### src/rtl/shift_rows_pipe_if.sv
// Stream bundle for shift_rows_pipe: input and output valid/ready handshakes with state and mode.
// The slave modport is the pipe's view; the master modport is the surrounding datapath's view.
interface shift_rows_pipe_if #(
  parameter int NB = 4
);
  localparam int W = 32 * NB;

  logic         in_valid;
  logic         in_ready;
  logic         in_mode;
  logic [W-1:0] in_data;
  logic         out_valid;
  logic         out_ready;
  logic [W-1:0] out_data;
  logic         out_mode;

  modport master (
    output in_valid, in_mode, in_data, out_ready,
    input  in_ready, out_valid, out_data, out_mode
  );

  modport slave (
    input  in_valid, in_mode, in_data, out_ready,
    output in_ready, out_valid, out_data, out_mode
  );
endinterface

### src/rtl/shift_rows_pipe.sv
// Pipelined ShiftRows / InvShiftRows for 4/6/8-column Rijndael states behind a 2-entry elastic buffer.
// Optional accepted-block counter: define SHIFT_ROWS_PIPE_CNT_EN to enable blk_cnt.
module shift_rows_pipe #(
  parameter int NB = 4
) (
  input  logic             clk,
  input  logic             rst_n,
  shift_rows_pipe_if.slave bus,
  output logic [31:0]      blk_cnt
);
  localparam int W = 32 * NB;

  if (NB != 4 && NB != 6 && NB != 8) begin : g_bad_nb
    $error("shift_rows_pipe: NB must be 4, 6 or 8");
  end

  // Row offsets: NB=8 skips offset 2, giving {0,1,3,4}.
  function automatic int shift_of(input int r);
    return (NB == 8 && r >= 2) ? r + 1 : r;
  endfunction

  logic [W-1:0] perm;
  logic [W-1:0] mem_data [2];
  logic         mem_mode [2];
  logic [1:0]   cnt;
  logic [1:0]   cnt_next;
  logic         wp;
  logic         rp;
  logic         in_ready_q;
  logic         accept;
  logic         release_blk;

  always_comb begin
    // NOTE: every always_comb output gets a default first so no path can leave it unassigned (no latch).
    perm = '0;
    for (int c = 0; c < NB; c++) begin
      for (int r = 0; r < 4; r++) begin
        if (bus.in_mode)
          perm[W-1-32*c-8*r -: 8] = bus.in_data[W-1-32*((c+NB-shift_of(r))%NB)-8*r -: 8];
        else
          perm[W-1-32*c-8*r -: 8] = bus.in_data[W-1-32*((c+shift_of(r))%NB)-8*r -: 8];
      end
    end
  end

  assign accept      = bus.in_valid && in_ready_q;
  assign release_blk = bus.out_valid && bus.out_ready;

  always_comb begin
    cnt_next = cnt;
    if (accept && !release_blk)
      cnt_next = cnt + 2'd1;
    else if (!accept && release_blk)
      cnt_next = cnt - 2'd1;
  end

  always_ff @(posedge clk) begin
    // NOTE: sequential state uses non-blocking assignments so every register sees pre-edge values.
    if (!rst_n) begin
      cnt        <= 2'd0;
      wp         <= 1'b0;
      rp         <= 1'b0;
      in_ready_q <= 1'b0;
      // NOTE: the buffer entries are reset too, because out_data reads entry[rp] and must be 0 after reset.
      for (int i = 0; i < 2; i++) begin
        mem_data[i] <= '0;
        mem_mode[i] <= 1'b0;
      end
    end else begin
      cnt        <= cnt_next;
      in_ready_q <= (cnt_next < 2'd2);
      if (accept) begin
        mem_data[wp] <= perm;
        mem_mode[wp] <= bus.in_mode;
        wp           <= ~wp;
      end
      if (release_blk)
        rp <= ~rp;
    end
  end

  // in_ready is a register, so downstream ready never reaches upstream combinationally.
  assign bus.in_ready  = in_ready_q;
  assign bus.out_valid = (cnt != 2'd0);
  assign bus.out_data  = mem_data[rp];
  assign bus.out_mode  = mem_mode[rp];

`ifdef SHIFT_ROWS_PIPE_CNT_EN
  always_ff @(posedge clk) begin
    if (!rst_n)
      blk_cnt <= 32'h0;
    else if (accept)
      blk_cnt <= blk_cnt + 32'd1;
  end
`else
  assign blk_cnt = 32'h0;
`endif
endmodule

### src/flat_wrapper.sv
// flat-port wrapper written by rule: the top's interface ports become plain ports
module shift_rows_pipe_flat 
#(
  parameter int NB = 4
)
  (clk, rst_n, blk_cnt, bus_in_valid, bus_in_mode, bus_in_data, bus_out_ready, bus_in_ready, bus_out_valid, bus_out_data, bus_out_mode);
  shift_rows_pipe_if #(.NB(NB)) bus_i ();
  input  logic clk;
  input  logic rst_n;
  output logic [31:0] blk_cnt;
  input wire logic [$bits(bus_i.in_valid)-1:0] bus_in_valid;
  input wire logic [$bits(bus_i.in_mode)-1:0] bus_in_mode;
  input wire logic [$bits(bus_i.in_data)-1:0] bus_in_data;
  input wire logic [$bits(bus_i.out_ready)-1:0] bus_out_ready;
  output wire logic [$bits(bus_i.in_ready)-1:0] bus_in_ready;
  output wire logic [$bits(bus_i.out_valid)-1:0] bus_out_valid;
  output wire logic [$bits(bus_i.out_data)-1:0] bus_out_data;
  output wire logic [$bits(bus_i.out_mode)-1:0] bus_out_mode;
  assign bus_i.in_valid = bus_in_valid;
  assign bus_i.in_mode = bus_in_mode;
  assign bus_i.in_data = bus_in_data;
  assign bus_i.out_ready = bus_out_ready;
  assign bus_in_ready = bus_i.in_ready;
  assign bus_out_valid = bus_i.out_valid;
  assign bus_out_data = bus_i.out_data;
  assign bus_out_mode = bus_i.out_mode;
  shift_rows_pipe #(.NB(NB)) u_core (.clk(clk), .rst_n(rst_n), .bus(bus_i), .blk_cnt(blk_cnt));
endmodule
### config.mk
export PLATFORM = sky130hd
export DESIGN_NAME = shift_rows_pipe_flat
export DESIGN_NICKNAME = d
export VERILOG_FILES = /design/src/rtl/shift_rows_pipe_if.sv /design/src/rtl/shift_rows_pipe.sv /design/src/flat_wrapper.sv
export SDC_FILE = /design/constraint.sdc
export NUM_CORES = 1
export LEC_CHECK = 0
export CORE_AREA = 2 2 168 170
export CTS_BUF_LIST = sky130_fd_sc_hd__clkbuf_4 sky130_fd_sc_hd__clkbuf_8
export CTS_CLUSTER_DIAMETER = 30
export DETAILED_ROUTE_END_ITERATION = 8
export DIE_AREA = 0 0 170 172
export DONT_BUFFER_PORTS = 1
export PLACE_DENSITY = 0.67
export SYNTH_ARGS = -nofsm -noshare
export SYNTH_HDL_FRONTEND = slang
export SYNTH_SLANG_ARGS = --single-unit
### constraint.sdc
create_clock -name clk -period 4.3 [get_ports clk]
set_clock_uncertainty 0.05 [all_clocks]
set_input_delay 0.43 -clock clk [delete_from_list [all_inputs] [get_ports clk]]
set_output_delay 0.43 -clock clk [all_outputs]
set_load 0.1 [all_outputs]
==> flow_summary_export.csv <==
group,metric,value,unit
clock_tree,insertion_delay,540,ps
die,dieArea,29200,um^2
die,die_h,172,um
placement,dp.final_hpwl,14900,um
synth,syn_area,12200,um^2
critical_path,cp_top_family,"flip-flops",
pwr,comb_power_share,0.312,
pwr,swShare,0.400,
critical_path,crit_fanout,63,
critical_path,arrival,2390,ps
clock_tree,cts-root-buf,"clkbuf_8",
synth,ys_types,34,
finish,drive_gt1_frac,0.286,
timing,setup_violations,0,
timing,worst_pin_slew,1030,ps
clock_tree,cts.sinks,264,
timing,hold_violations,0,
global_routing,grt_antenna_before_repair,0,
timing,slew_violations,0,
detailed_routing,wl_per_cell,19.5,um
critical_path,required,3820,ps
critical_path,critical_path_class,"register to primary output",
global_routing,grt_pass1_wl,38500,um
die,placementRows,61,
timing,max_freq,348,MHz
die,initial_core_util,0.442,
clock_tree,cts_hold_buffers,66,
critical_path,rrSetupSlack,1860,ps
die,ios,296,
die,die_w,170,um
critical_path,endpoint_kind,"primary output",
synth,yosysSeqAreaShare,0.646,
timing,layout_min_cycle_time,2870,ps
timing,period_share,0.668,
detailed_routing,totalWireLength,26000,um
clock_tree,clk_pin_slew,50,ps
global_routing,grt.overflow.total,0,
critical_path,r2r_cells,4,
timing,worst_slack,1430,ps
critical_path,path_cells,"buf_12 -> mux2_2",
synth,synth-seq-cells,264,
critical_path,start_kind,"register",
clock_tree,postCtsSetupBuffers,0,
timing,maxSlewHeadroom,0.310,
global_routing,grt_pass1_vias,6968,
run_status,run_status,"finished clean",
clock_tree,cts_tree,"done",
hold_path,min_path_cells,1,
pwr,seq_power_share,0.322,
pwr,p_leak,5.60,nW
synth,syn_inst,838,
flow_run,drv_cap,0,
pwr,p_int,5.95,mW
pwr,power_switching,3.96,mW
pwr,power_density,680,nW/um^2
critical_path,worstReg2RegEnd,"u_core.mem_data[0][11]",
hold_path,hold_path.class,"primary input to register",
die,core-area,27500,um^2
detailed_routing,firstDrtPassIters,4,
timing,setup_tns,0,ps
critical_path,max_stage_delay,750,ps
hold_path,min_to,"u_core.mem_data[0][90]",
timing,rsz0062_at_grt,"false",
detailed_routing,vias_per_cell,5.02,
critical_path,slowest_stage,"dfxtp_4",
critical_path,critPathBufInv,1,
critical_path,timing.rr.start,"u_core.bus.in_ready",
detailed_routing,drt_iter0_drc,358,
finish,nets,1068,
detailed_routing,route.detailed.drc,0,
synth,syn_avg_cell_area,14.5,um^2
pwr,ir_drop,0.408,mV
detailed_routing,postRouteAntennaNets,0,
detailed_routing,vias,6687,
finish,area_delta_synth_final,19.9,%
clock_tree,cts_max_level,3,
global_routing,grt_max_degree,102,
placement,dp_slack,1820,ps
finish,final_cell_mix,"256 x edfxtp_1, 129 x mux2_2, 128 x and2_1",
finish,layout_commonest_cell,"edfxtp_1",
global_routing,grt_usage,0.173,
clock_tree,post_cts_resized,0,
hold_path,hp-start,"bus_in_data[90]",
pwr,p_clk_frac,0.366,
placement,place_congestion,0.728,
placement,io_buffers,0,
synth,yosysWarnings,0,
clock_tree,clk_path_buf_depth,3,
finish,post-route-util,0.531,
clock_tree,cts_made_buffers,66,
[state kept, by name (all words and copies together), names as in the netlist, named ones only]
name                 flops
u_core.cnt               1
u_core.wp                1
u_core.rp                1
u_core.mem_mode          2
u_core.mem_data        256
u_core.bus.in_ready      1
[per-layer routing]
layer | part of all wire | global-route usage | vias to the layer above | routed length [um]
met3 | 0.10 | 0.0673 | 47 | 2620
li1 | - | - | 3138 | -
met1 | 0.40 | 0.208 | 3222 | 10400
met2 | 0.48 | 0.281 | 280 | 12400
met5 | 0 | 0 | - | 0
met4 | 0.021 | 0.0717 | 0 | 554
[synth_stat cells, drive strengths merged]
cell type,count,area [um^2]
buf,64,465
or3,1,6.26
a21oi,4,20.0
a31oi,1,6.26
nand3b,1,7.51
nand2b,1,6.26
mux2i,64,641
inv,7,28.8
o21ai,2,10.0
nand3,2,10.0
and4,1,8.76
conb,1,3.75
a221oi,1,8.76
clkbuf,18,68.8
nand2,10,40.0
dfxtp,8,160
edfxtp,256,7690
xnor2,1,8.76
mux2,129,1450
nor3,2,21.3
ha,3,37.5
and2,128,801
nand4,1,6.26
nor2,132,651
[cells by family after synthesis]
group | synth area share
AOI/OAI and AO/OA | 0.00371
xor gates and xnor gates | 0.000721
adders and majority gates | 0.00309
buffers and inverters | 0.0463
DFF | 0.646
muxes | 0.172
other | 0.000308
and+or+nand+nor | 0.128
[metrics by stage]
step / total power [mW] / std cells / hold WS (ps) / area, um^2
after global placement: 6.28 / 1144 / 415 / 12300
after detailed placement: 6.29 / 1144 / 418 / 12300
after global routing: 10.2 / 1331 / 6.23 / 14600
after CTS: 10.0 / 1331 / 0.0496 / 14600
final: 9.91 / 1332 / 40.1 / 14600
after floorplan: 6.11 / 869 / 394 / 12300
[cell type report]
cell class,count,area (um^2)
Fill cell,2200,12900
Clock inverter,45,604
Timing Repair Buffer,77,768
Tap cell,346,433
Inverter,7,28.8
Multi-Input combinational cell,516,3900
Antenna cell,1,2.50
Sequential cell,264,7850
Clock buffer,76,990
[power by group through the flow]
stage | clock network (mW) | logic, mW | registers (mW)
after floorplan | 0 | 2.90 | 3.21
after global placement | 0 | 3.05 | 3.23
after detailed placement | 0 | 3.06 | 3.24
after CTS | 3.70 | 3.12 | 3.19
after global routing | 3.84 | 3.18 | 3.21
final | 3.63 | 3.10 | 3.19
[how the worst max path moves through the flow]
stage,start,to,slack (ps),depth (start not counted)
detailed placement,u_core.bus.in_ready,u_core.mem_data[1][106],1820,4
finish,register,bus_out_data[5],1430,2
floorplan,u_core.bus.in_ready,u_core.mem_data[1][0],610,4
global route,register,bus_out_data[5],1310,2
CTS,register,bus_out_data[5],1380,2
global placement,u_core.bus.in_ready,u_core.mem_data[1][101],1850,4
No activity file was read; power rests on OpenSTA's default activity.
